<file path="config.mk">
export PLATFORM = sky130hd
export DESIGN_NAME = uart_frame_link
export DESIGN_NICKNAME = d
export VERILOG_FILES = /design/src/rtl/uart_frame_link.sv
export SDC_FILE = /design/constraint.sdc
export NUM_CORES = 1
export LEC_CHECK = 0
export CAP_MARGIN = 10
export CORE_AREA = 10 10 113 115
export CTS_CLUSTER_DIAMETER = 120
export DETAILED_ROUTE_END_ITERATION = 6
export DIE_AREA = 0 0 123 125
export HOLD_SLACK_MARGIN = 0.05
export PLACE_DENSITY = 0.85
export SYNTH_ARGS = -nofsm -noshare
export SYNTH_HDL_FRONTEND = slang
export SYNTH_SLANG_ARGS = --single-unit
</file>
<file path="constraint.sdc">
create_clock -name clk -period 4.3 [get_ports clk]
set_input_delay 0.43 -clock clk [delete_from_list [all_inputs] [get_ports clk]]
set_output_delay 0.43 -clock clk [all_outputs]
set_load 0.1 [all_outputs]
</file>
<file path="src/rtl/uart_frame_link.sv">
// rtl/uart_frame_link.sv - UART framed matrix receiver and framed result transmitter
// The RX and TX halves run independently so a result can go out while a frame comes in.
module uart_frame_link #(
  parameter int         ROWS      = 16,
  parameter int         COLS      = 16,
  parameter logic [7:0] HDR       = 8'hAA,
  parameter logic [7:0] FTR       = 8'h55,
  parameter int         TIMEOUT   = 1_000_000,
  parameter int         RES_BYTES = 4
) (
  input  logic                   clk,
  input  logic                   reset_n,
  input  logic [7:0]             rx_data,
  input  logic                   rx_valid,
  output logic                   wr_en,
  output logic [15:0]            wr_addr,
  output logic [7:0]             wr_data,
  output logic                   frame_done,
  output logic                   frame_err,
  output logic [1:0]             err_code,
  input  logic                   res_valid,
  input  logic [8*RES_BYTES-1:0] res_data,
  output logic                   res_ready,
  output logic [7:0]             tx_data,
  output logic                   tx_start,
  input  logic                   tx_busy,
  output logic                   led
);

  localparam int          P        = ROWS * COLS;
  localparam logic [15:0] LAST_IDX = 16'(P - 1);
  localparam int          GW       = (TIMEOUT < 2) ? 1 : $clog2(TIMEOUT + 1);
  localparam logic [GW-1:0] GAP_MAX = GW'(TIMEOUT - 1);
  localparam logic [4:0]  LAST_TX  = 5'(RES_BYTES + 2);

  typedef enum logic [1:0] {WAIT_HDR, RECV, WAIT_CKS, WAIT_FTR} rx_state_t;
  typedef enum logic [1:0] {IDLE, SEND, WAIT_ACK, WAIT_DONE} tx_state_t;

  rx_state_t      rx_state;
  logic [15:0]    index;
  logic [7:0]     sum;
  logic [GW-1:0]  gap;

  // Payload writes go out in the same cycle as the strobe.
  assign wr_en   = (rx_state == RECV) && rx_valid;
  assign wr_addr = index;
  assign wr_data = rx_data;

  always_ff @(posedge clk or negedge reset_n) begin
    if (!reset_n) begin
      rx_state   <= WAIT_HDR;
      index      <= '0;
      sum        <= '0;
      gap        <= '0;
      frame_done <= 1'b0;
      frame_err  <= 1'b0;
      err_code   <= 2'd0;
      led        <= 1'b0;
    end else begin
      frame_done <= 1'b0;
      frame_err  <= 1'b0;
      if (rx_state != WAIT_HDR) begin
        if (rx_valid) begin
          gap <= '0;
        end else if (gap == GAP_MAX) begin
          frame_err <= 1'b1;
          err_code  <= 2'd3;
          led       <= 1'b0;
          gap       <= '0;
          rx_state  <= WAIT_HDR;
        end else begin
          gap <= gap + 1'b1;
        end
      end
      if (rx_valid) begin
        case (rx_state)
          WAIT_HDR: begin
            if (rx_data == HDR) begin
              index    <= '0;
              sum      <= '0;
              gap      <= '0;
              rx_state <= RECV;
            end
          end
          RECV: begin
            index <= index + 16'd1;
            sum   <= sum + rx_data;
            if (index == LAST_IDX) rx_state <= WAIT_CKS;
          end
          WAIT_CKS: begin
            if (rx_data == sum) begin
              rx_state <= WAIT_FTR;
            end else begin
              frame_err <= 1'b1;
              err_code  <= 2'd1;
              led       <= 1'b0;
              rx_state  <= WAIT_HDR;
            end
          end
          WAIT_FTR: begin
            if (rx_data == FTR) begin
              frame_done <= 1'b1;
              led        <= 1'b1;
            end else begin
              frame_err <= 1'b1;
              err_code  <= 2'd2;
              led       <= 1'b0;
            end
            rx_state <= WAIT_HDR;
          end
          default: rx_state <= WAIT_HDR;
        endcase
      end
    end
  end

  tx_state_t             tx_state;
  logic [4:0]            tx_idx;
  logic [8*RES_BYTES-1:0] res_q;
  logic [7:0]            tx_sum;
  logic [7:0]            cur_byte;

  always_comb begin
    tx_sum = 8'd0;
    for (int i = 0; i < RES_BYTES; i++) tx_sum = tx_sum + res_q[8*i +: 8];
  end

  // Outgoing byte order: header, result LSB-first, checksum, footer.
  always_comb begin
    cur_byte = HDR;
    for (int i = 0; i < RES_BYTES; i++) begin
      if (tx_idx == 5'(i + 1)) cur_byte = res_q[8*i +: 8];
    end
    if (tx_idx == 5'(RES_BYTES + 1)) cur_byte = tx_sum;
    if (tx_idx == LAST_TX) cur_byte = FTR;
  end

  always_ff @(posedge clk or negedge reset_n) begin
    if (!reset_n) begin
      tx_state  <= IDLE;
      tx_idx    <= '0;
      res_q     <= '0;
      res_ready <= 1'b1;
      tx_data   <= 8'd0;
      tx_start  <= 1'b0;
    end else begin
      tx_start <= 1'b0;
      case (tx_state)
        IDLE: begin
          if (res_valid && res_ready) begin
            res_q     <= res_data;
            tx_idx    <= '0;
            res_ready <= 1'b0;
            tx_state  <= SEND;
          end
        end
        SEND: begin
          if (!tx_busy) begin
            tx_data  <= cur_byte;
            tx_start <= 1'b1;
            tx_state <= WAIT_ACK;
          end
        end
        WAIT_ACK: begin
          if (tx_busy) tx_state <= WAIT_DONE;
        end
        WAIT_DONE: begin
          if (!tx_busy) begin
            if (tx_idx == LAST_TX) begin
              res_ready <= 1'b1;
              tx_state  <= IDLE;
            end else begin
              tx_idx   <= tx_idx + 5'd1;
              tx_state <= SEND;
            end
          end
        end
        default: tx_state <= IDLE;
      endcase
    end
  end

endmodule

</file>
### Yosys cells after proc, flatten, opt, wreduce, memory -nomap -nowiden

Cells that the tools add are included.

* input bits: 45
* register bits after elaboration: 100
* output and inout port bits: 40
* logic and storage cells: 122

* equality and inequality tests: 24
* bitwise gates (word level): 1
* add/sub/neg operators: 7
* muxes and demuxes: 63
* reduce and logical (&&, ||, !) cells: 13

Operators with widths (number)
* 20-bit two-way mux: 6
* 8-bit two-way mux: 7
* 2-bit two-way mux: 17
* 8-bit adder: 4
* 16-bit case mux with 2 select lines: 1
* 20-bit by 1-bit adder with 20-bit output (second input constant): 1
* 20-bit equality test (second input constant): 1
* 1-bit two-way mux: 20
* 16-bit by 1-bit adder with 16-bit output (second input constant): 1
* 16-bit by 8-bit equality test with 1-bit output (second input constant): 1
* 16-bit two-way mux: 1
* 2-bit case mux with 4 select lines: 2
* 8-bit case mux with 2 select lines: 1
* 5-bit by 3-bit equality test with 1-bit output (second input constant): 3
* 5-bit two-way mux: 3
* 2-bit inequality test (second input constant): 7
* 4-bit AND reduction: 3
* 5-bit by 2-bit equality test with 1-bit output (second input constant): 2
* 5-bit case mux with 2 select lines: 1
* 2-bit equality test (second input constant): 4
* 8-bit by 7-bit equality test with 1-bit output (second input constant): 1
* 8-bit equality test: 1
* 8-bit equality test (second input constant): 1
* 1-bit case mux with 2 select lines: 3
* 10 further kinds: 16

### Longest topological paths before layout

Gate-level depths: netlist of the first run.

* depth in word-level cells: 7
* gate-level depth with buffers: 11

### Worst setup path after synthesis of the first run

OpenSTA, ideal clock, no wires.

* kind: flip-flop to flip-flop
* start point: register res_q[9]
* end point: register tx_data[5]
* setup slack: 1.412 ns
* clock period less this slack: 2.888 ns
* cell stages (with the launch flop): 12
* data required time: 4.178 ns
* arrival time: 2.766 ns
* buffers on the path: 0
* setup time: 0.122 ns
* path through: dfrtp_1 > inv_1 > fa_1 > fa_1 > inv_1 > ha_1 > fa_1 > a21o_1 > a21oi_1 > xor2_1 > o22ai_1 > a22o_1

* cells in the longest elaborated chain, start to end: 5

RTL lines
* from (decl): RTL line 119 `logic [8*RES_BYTES-1:0] res_q;`
* from (signal assigned): RTL line 151 `res_q <= res_data;`
* 8-bit adder (3 in a row): RTL line 125 `for (int i = 0; i < RES_BYTES; i++) tx_sum = tx_sum + res_q[8*i +: 8];`
* 8-bit two-way mux: RTL line 134 `if (tx_idx == 5'(RES_BYTES + 1)) cur_byte = tx_sum;`
* 8-bit two-way mux: RTL line 135 `if (tx_idx == LAST_TX) cur_byte = FTR;`
* to (signal assigned): RTL line 159 `tx_data <= cur_byte;`
* to (decl): RTL line 24 `output logic [7:0] tx_data,`

No other way between the ends.
A chain may end at the register's enable or synchronous reset.

### Final worst setup path of the first run

Same ends and word-level chain as after synthesis.

==> results list, run 1 <==
- The floorplan has 38 rows.
- Critical path startpoint category: register
- Vias post-DR: between 4k and 5k
- Most frequently used flop master after synthesis: sky130_fd_sc_hd__dfrtp_1
- The die covers approximately 15000 um^2.
- Maximum number of pins on one net before global-route repair: 80
* Syn nets: 700
* Remaining Overflow, GRT: 0
- FF-to-FF setup slack: between 1 and 1.5 ns
- Counting stages on the worst path, the most repeated cell is sky130_fd_sc_hd__fa_1.
- During synthesis, Yosys emitted a total of 0 warnings.
- Synthesis produced a netlist whose cell count is 615.
- The area growth from synthesis to layout is 17.1%.
- In this run the cell area of the synthesized design comes to 6160 um^2.
- Worst path cell trace: inv_1 > fa_1 > fa_1 > inv_1 > ha_1 > fa_1 > a21o_1 > a21oi_1 > xor2_1 > o22ai_1 > a22o_1
- Unique cell type count in the Yosys netlist: 74
* Setup Total Neg Slack: 0 ns
- Worst endpoint data arrival time: ~3.3 ns
- Among cell families on the critical path, the largest total delay comes from adder cells.
- After synthesis, the share of flip-flops with an asynchronous set or reset is between 90% and 100%.
* Clock root cell: sky130_fd_sc_hd__clkbuf_8
- Startpoint-to-endpoint class of the critical path: register to register
- Htree depth: 3
* Largest buffer count on any clock path: 2
- Port-buffer cells: 84
- Routability-driven placement finished with a final weighted congestion of around 0.90.
- Cells with a size suffix above 1 make up about 10% of the layout.
* First DRT Iteration DRCs: between 300 and 400
* Initial antenna violation count: 0
- Wires add up to ~15000 um.
- Once the clock tree was built, the setup fixing pass inserted 0 buffers.
- Non-filler instance count after layout: between 800 and 900
- After clock tree synthesis, the clock-pin slew on the worst setup and hold paths is roughly 0.1 ns.
- Summing all placed instances gives a cell area of slightly above 7000 um^2.
- The largest single stage delay on the critical path is ~0.51 ns.
- Number of max-cap violations: 0
- The number of max-slew violations in the final report was 0.
- For this run, the share of the core covered by cells in the final layout is a little under 70%.
* Cell Pwr Density: 495 nW/um^2
* Number of search-and-repair iterations in the first detailed-routing pass: 5
* Remaining antenna violation count after routing: 0
- Post-synth EDFFs: 0
- Max-slew headroom at the worst pin: between 30 and 40%
- Derived from the worst setup path, the maximum achievable clock frequency is 326 MHz.
- The count of final hold-check violations came to 0.
- Final setup violation count: 0
* Worst EP required: 4.57 ns
* Kind of capture point of the worst setup path: register
* Worst-path cell with the longest stage delay: sky130_fd_sc_hd__fa_1
* Outcome: finished, final reports clean
- Via count of the first global-routing pass: ~5.1k
- Time the worst path needs with I/O delays and setup: 3.06 ns
- Portion of the post-synthesis area used by sequential elements: around 41%
* Actual slew at the worst max-slew pin: 0.999 ns
- In this run the worst hold path is classified as primary input to async pin.
- The number of buffers and inverters on the critical path is 2.
- Mapped Avg Cell Area: 10.0 um^2
* Number of vias per cell after detailed routing: roughly 6.0
- Maximum vdd drop: between 0.0004 and 0.0005 V
- CTS saw 100 sinks.
- The first global-routing pass estimated about 25000 um of wire.
* Initial core utilization: roughly three fifths
- # resized after CTS: 0
- CTS tree: built
* Inserted Clock Buffers: 9
- From bottom edge to top edge, the die measures between 100 and 150 um.
* Cell area after layout: just over 7000 um^2
* DPL Wire Length: ~11000 um
- Final worst-path cycle share: between 70% and 80%
* Die width: 123 um
- The number of antenna diodes in the final layout is 0.
* Number of top-level design ports: 85
- Global routing consumed, over all layers together, between 10% and 20% of the routing resources.
* Leak pwr: ~0.0031 uW
- Of all nets on the critical path, the largest fanout is 3.
- At the end of the flow, the number of nets in the layout was approximately 770.
- Buffers inserted to repair hold after CTS numbered 0.
* Synthesized flop and latch total: 100
* Mean routed wirelength per cell: between 15 and 20 um
* DRC errors left: 0
* Worst clock skew: roughly 0.018 ns
- The clock reaches the later pin of the worst-skew pair after around 0.38 ns.
* Setup repair after global routing missed its margin: false
- The floorplan step defined a core boundary enclosing 10600 um^2.
- Number of placed instances, taps included: ~810
## cell families (layout without fill, tap and decap cells)
| logic type | Yosys count | after routing | share of synthesized area, % |
|---|---|---|---|
| AOI/OAI and AO/OA | 122 | 122 | 13.7 |
| xor gates and xnor gates | 31 | 31 | 4.41 |
| adders and majority gates | 40 | 40 | 9.96 |
| buffers and inverters | 79 | 153 | 5.63 |
| DFF | 100 | 100 | 40.7 |
| muxes | 41 | 41 | 7.38 |
| and+or+nand+nor | 202 | 202 | 18.3 |
## registers in the layout (all words and copies together) (netlist names)
register,cells
frame_err,1
frame_done,1
res_ready,1
wr_addr,16
tx_state,2
gap,20
tx_data,8
led,1
sum,8
tx_idx,5
tx_start,1
err_code,2
rx_state,2
res_q,32
## cell type report
type                            count  area (um^2)
Clock buffer                       14          143
Clock inverter                      2         35.0
Fill cell                         772         3390
Inverter                           49          184
Multi-Input combinational cell    436         3310
Sequential cell                   100         2500
Tap cell                          140          175
Timing Repair Buffer               88          866
## Yosys cell counts, types with 9 or more instances
master	instances	area, um^2
sky130_fd_sc_hd__clkbuf_1	12	45.0
sky130_fd_sc_hd__nor4_1	11	68.8
sky130_fd_sc_hd__xnor2_1	22	193
sky130_fd_sc_hd__nand2_1	46	173
sky130_fd_sc_hd__inv_1	48	180
sky130_fd_sc_hd__a21oi_1	25	125
sky130_fd_sc_hd__nor2_1	41	154
sky130_fd_sc_hd__dfrtp_1	99	2480
sky130_fd_sc_hd__nand4_1	11	68.8
sky130_fd_sc_hd__nand3_1	28	140
sky130_fd_sc_hd__ha_1	25	313
sky130_fd_sc_hd__mux2_2	35	394
sky130_fd_sc_hd__buf_4	9	67.6
sky130_fd_sc_hd__o21ai_0	23	115
sky130_fd_sc_hd__xor2_1	9	78.8
sky130_fd_sc_hd__fa_1	15	300
sky130_fd_sc_hd__a22o_1	11	96.3
## layer usage
layer,track usage [%],routed length [um],up-vias
met5,0,0,-
met4,4.46,167,0
met3,5.54,807,17
met2,33.3,7720,133
met1,24.0,6380,2503
li1,-,-,2341
## cell usage in the layout (no fill, tap or decap), types with 7 or more instances in the layout
cell,n
sky130_fd_sc_hd__dfrtp_1,99
sky130_fd_sc_hd__clkdlybuf4s50_1,82
sky130_fd_sc_hd__inv_1,48
sky130_fd_sc_hd__nand2_1,46
sky130_fd_sc_hd__nor2_1,41
sky130_fd_sc_hd__mux2_2,35
sky130_fd_sc_hd__nand3_1,28
sky130_fd_sc_hd__a21oi_1,25
sky130_fd_sc_hd__ha_1,25
sky130_fd_sc_hd__o21ai_0,23
sky130_fd_sc_hd__xnor2_1,22
sky130_fd_sc_hd__fa_1,15
sky130_fd_sc_hd__nor4_1,11
sky130_fd_sc_hd__nand4_1,11
sky130_fd_sc_hd__a22o_1,11
sky130_fd_sc_hd__xor2_1,9
sky130_fd_sc_hd__clkbuf_8,9
sky130_fd_sc_hd__nor3_1,7
sky130_fd_sc_hd__o22ai_1,7
sky130_fd_sc_hd__o211ai_1,7
## per-stage QoR
stage	hold WS (ns)	total power, uW	worst slack (ns)
global placement	0.469	2910	1.32
floorplan	0.134	2550	1.41
detailed placement	0.488	2980	1.26
global route	0.267	3780	1.08
finish	0.215	3570	1.24
CTS	0.252	3580	1.23
## worst paths after layout
check | cells past startpoint | start | endpoint
hold reg to reg | 1 | gap[13]$_DFF_PN0_ | gap[13]$_DFF_PN0_
setup reg to reg | 11 | res_q[9]$_DFFE_PN0P_ | tx_data[5]$_DFFE_PN0P_
max in group asynchronous | 2 | reset_n | gap[0]$_DFF_PN0_
hold / removal | 1 | reset_n | wr_addr[13]$_DFFE_PN0P_
min in group clk | 1 | gap[13]$_DFF_PN0_ | gap[13]$_DFF_PN0_
setup / recovery | 11 | res_q[9]$_DFFE_PN0P_ | tx_data[5]$_DFFE_PN0P_
## where the power goes
part	switching, uW	internal [uW]	total, uW
combinational	1140	580	1720
clock	317	270	588
sequential	165	1110	1270
No activity file was read; power rests on OpenSTA's default activity.
==> inputs of run 2 (changes only) <==
--- a/config.mk
+++ b/config.mk
@@ -6,12 +6,12 @@
 export NUM_CORES = 1
 export LEC_CHECK = 0
 export CAP_MARGIN = 10
-export CORE_AREA = 10 10 113 115
+export CORE_AREA = 10 10 122 124
 export CTS_CLUSTER_DIAMETER = 120
 export DETAILED_ROUTE_END_ITERATION = 6
-export DIE_AREA = 0 0 123 125
+export DIE_AREA = 0 0 132 134
 export HOLD_SLACK_MARGIN = 0.05
-export PLACE_DENSITY = 0.85
+export PLACE_DENSITY = 0.76
 export SYNTH_ARGS = -nofsm -noshare
 export SYNTH_HDL_FRONTEND = slang
 export SYNTH_SLANG_ARGS = --single-unit
==> constraint.sdc (replaced) <==
create_clock -name clk -period 2.5 [get_ports clk]
set_input_delay 0.25 -clock clk [delete_from_list [all_inputs] [get_ports clk]]
set_output_delay 0.25 -clock clk [all_outputs]
set_load 0.1 [all_outputs]
==> results list, run 2 (synthesis gave the netlist of run 1 again) <==
- Site row count: 41 (was 38)
- Worst slack at placement: -0.370 ns (was 1.26 ns)
- The endpoint class of the critical path is a register (unchanged).
- The antenna violation net count after detailed routing is 0 (unchanged).
- Final worst setup slack: -0.437 ns (was 1.24 ns)
- Worst endpoint data arrival time: 3.17 ns (was 3.33 ns)
- Worst R2R Start: res_q[1]$_DFFE_PN0P_ (was res_q[9]$_DFFE_PN0P_)
- The number of top-level pins was 85 (unchanged).
- The critical path launch point type is a register (unchanged).
* Outcome: finished with violations (was finished, final reports clean)
- The worst hold slack came to 0.376 ns (was 0.215 ns).
- The register-to-register path setup slack came to -0.44 ns (was 1.24 ns).
- The average vias per placed instance came to 5.71 (was 6.02).
- Placer congestion estimate: 0.931 (was 0.897)
- The capture instance of the worst register-to-register path is tx_data[5]$_DFFE_PN0P_ (unchanged).
* Worst hold path class: primary input to async pin (unchanged)
- The reported leakage power is 0.00341 uW (was 0.00308 uW).
- The achievable frequency was 340 MHz (was 326 MHz).
* Die width: 132 um (was 123 um)
- Worst-path fanout max: 3 (unchanged)
- Maximum vdd drop: 0.000483 V (was 0.000460 V)
- Cell area after layout: 7740 um^2 (was 7210 um^2)
- First DRT Iteration DRCs: 340 (was 334)
- The clock root buffer master is sky130_fd_sc_hd__clkbuf_16 (was sky130_fd_sc_hd__clkbuf_8).
* Failing checks: setup timing
- Time the worst path needs with I/O delays and setup: 2.94 ns (was 3.06 ns)
- Global Route Usage Sum: 18.0% (was 19.6%)
- Final hold viol count: 0 (unchanged)
- Max-slew headroom at the worst pin: 59.1% (was 33.2%)
- Worst EP required: 2.74 ns (was 4.57 ns)
- The ratio of cells with drive above 1 in the final layout came to 23.7% (was 10.3%).
- The H-tree depth is 3 (unchanged).
* Cell Pwr Density: 880 nW/um^2 (was 495 nW/um^2)
- Nets: 813 (was 769)
- The die height was 134 um (was 125 um).
- The wire length of the first global-routing pass was 26500 um (was 24900 um).
- Most used cells in the layout excluding fill and tap cells: sky130_fd_sc_hd__dfrtp_1, sky130_fd_sc_hd__buf_4, sky130_fd_sc_hd__nand2_1 (was sky130_fd_sc_hd__dfrtp_1, sky130_fd_sc_hd__clkdlybuf4s50_1, sky130_fd_sc_hd__inv_1).
- The post-route clock period utilization was 117% (was 71.3%).
* Number of search-and-repair iterations in the first detailed-routing pass: 6 (was 5)
- The final setup violation count came to 6 (was 0).
* P&R area growth vs syn: 25.7% (was 17.1%)
* Mean routed wirelength per cell: 17.6 um (was 18.2 um)
- Setup repair after global routing missed its margin: true (was false)
- The initial cell density of the core is 49.4% (was 58.1%).
- Startpoint-to-endpoint class of the critical path: register to register (unchanged)
- The number of cells on the worst reg-to-reg path came to 11 (unchanged).
- The number of clock buffers inserted by TritonCTS is 9 (unchanged).
- Number of max-cap violations: 0 (unchanged)
- Area of the die: 17700 um^2 (was 15400 um^2)
- The core box area is 12500 um^2 (was 10600 um^2).
* Total power of the final layout: 6810 uW (was 3570 uW)
- The pin count of the biggest net entering global routing was 72 (was 80).
* Vias post-DR: 5169 (was 4994)
- The final setup skew was 0.0107 ns (was 0.0179 ns).
* Actual slew at the worst max-slew pin: 0.614 ns (was 0.999 ns)
- The TritonCTS sink count is 100 (unchanged).
- The remaining design rule violation count is 0 (unchanged).
* Remaining Overflow, GRT: 0 (unchanged)
- Via count of the first global-routing pass: 5376 (was 5071)
- The quantity of I/O buffers inserted on ports is 84 (unchanged).
* Register bank with the most flops: res_q (unchanged)
- DPL Wire Length: 11600 um (was 11000 um)
- The number of max-slew violations in the final report is 0 (unchanged).
* Initial antenna violation count: 0 (unchanged)
- Most common cell after layout, fill and taps aside: sky130_fd_sc_hd__dfrtp_1 (unchanged)
- The CTS tree was built (unchanged).
- Setup Total Neg Slack: -1.62 ns (was 0 ns)
- Clock-pin slew reported for the worst setup and hold paths after clock tree synthesis: 0.07 ns (was 0.10 ns)
* # diodes: 0 (unchanged)
* Largest register FFs: 32 (unchanged)
- The area after detailed placement was 7270 um^2 (was 7040 um^2).
- The buffer depth of the longest clock path came to 2 (unchanged).
- The routed wire length was 15900 um (was 15100 um).
* Source-to-sink clock delay at the later pin of the worst-skew pair: 0.36 ns (was 0.38 ns)
run 2: cell count changes in the layout (fill, tap and decap cells not counted), sizes merged:
cell / change
clkinvlp: +1
dlygate4sd3: +1
clkdlybuf4s50: -39
buf: +82
bufinv: +1
clkbuf: -2
run 2: cell type report:
class	instances	area [um^2]
Sequential cell	100	2500
Fill cell	1014	4720
Multi-Input combinational cell	436	3390
Clock inverter	4	72.6
Inverter	49	184
Tap cell	172	215
Clock buffer	12	246
Timing Repair Buffer	132	1130
run 2: power breakdown:
group / internal (uW) / total [uW] / switching [uW]
Combinational: 1090 / 3100 / 2010
Sequential: 1900 / 2190 / 288
Clock: 904 / 1520 / 615
Total: 3900 / 6810 / 2920
run 2: how the worst max path moves through the flow:
stage                                from                      to  slack (ns)  cells after the start
detailed placement   res_q[1]$_DFFE_PN0P_  tx_data[7]$_DFFE_PN0P_       -0.37                     11
floorplan           res_q[17]$_DFFE_PN0P_  tx_data[5]$_DFFE_PN0P_       -0.23                     11
finish               res_q[1]$_DFFE_PN0P_  tx_data[5]$_DFFE_PN0P_       -0.44                     11
global route         res_q[1]$_DFFE_PN0P_  tx_data[5]$_DFFE_PN0P_       -0.51                     11
global placement     res_q[1]$_DFFE_PN0P_  tx_data[5]$_DFFE_PN0P_       -0.29                     11
CTS                  res_q[1]$_DFFE_PN0P_  tx_data[5]$_DFFE_PN0P_       -0.39                     11
run 2: layer usage:
metal / vias up / share of wire (%) / GRT usage [%]
li1: 2419 / - / -
met1: 2564 / 41 / 20.5
met2: 156 / 52 / 32.3
met3: 30 / 5.2 / 5.41
met4: 0 / 1.9 / 4.51
met5: - / 0 / 0
run 2: timing repair:
action	4_1_cts	5_1_grt
buffers inserted	4	5
resized for setup	12	4
setup endpoints to repair	5	6
hold endpoints to repair	28	0
hold buffers	1	0
pin swaps	11	9
run 2: worst max-delay path, cell delays in order, from the launching register on:
cell                      delay, ns
sky130_fd_sc_hd__dfrtp_1       0.37
sky130_fd_sc_hd__inv_2         0.05
sky130_fd_sc_hd__fa_1          0.50
sky130_fd_sc_hd__fa_1          0.52
sky130_fd_sc_hd__inv_2         0.05
sky130_fd_sc_hd__ha_4          0.16
sky130_fd_sc_hd__fa_2          0.39
sky130_fd_sc_hd__a21o_1        0.20
sky130_fd_sc_hd__a21oi_2       0.13
sky130_fd_sc_hd__xor2_1        0.15
sky130_fd_sc_hd__o22ai_1       0.09
sky130_fd_sc_hd__a22o_1        0.21
run 2: through the flow:
step                      util [%]  std cells
after floorplan                  -        615
after global placement        58.3        879
after detailed placement      58.3        879
after CTS                     61.7        900
after global routing          62.1        905
final                         62.1        905
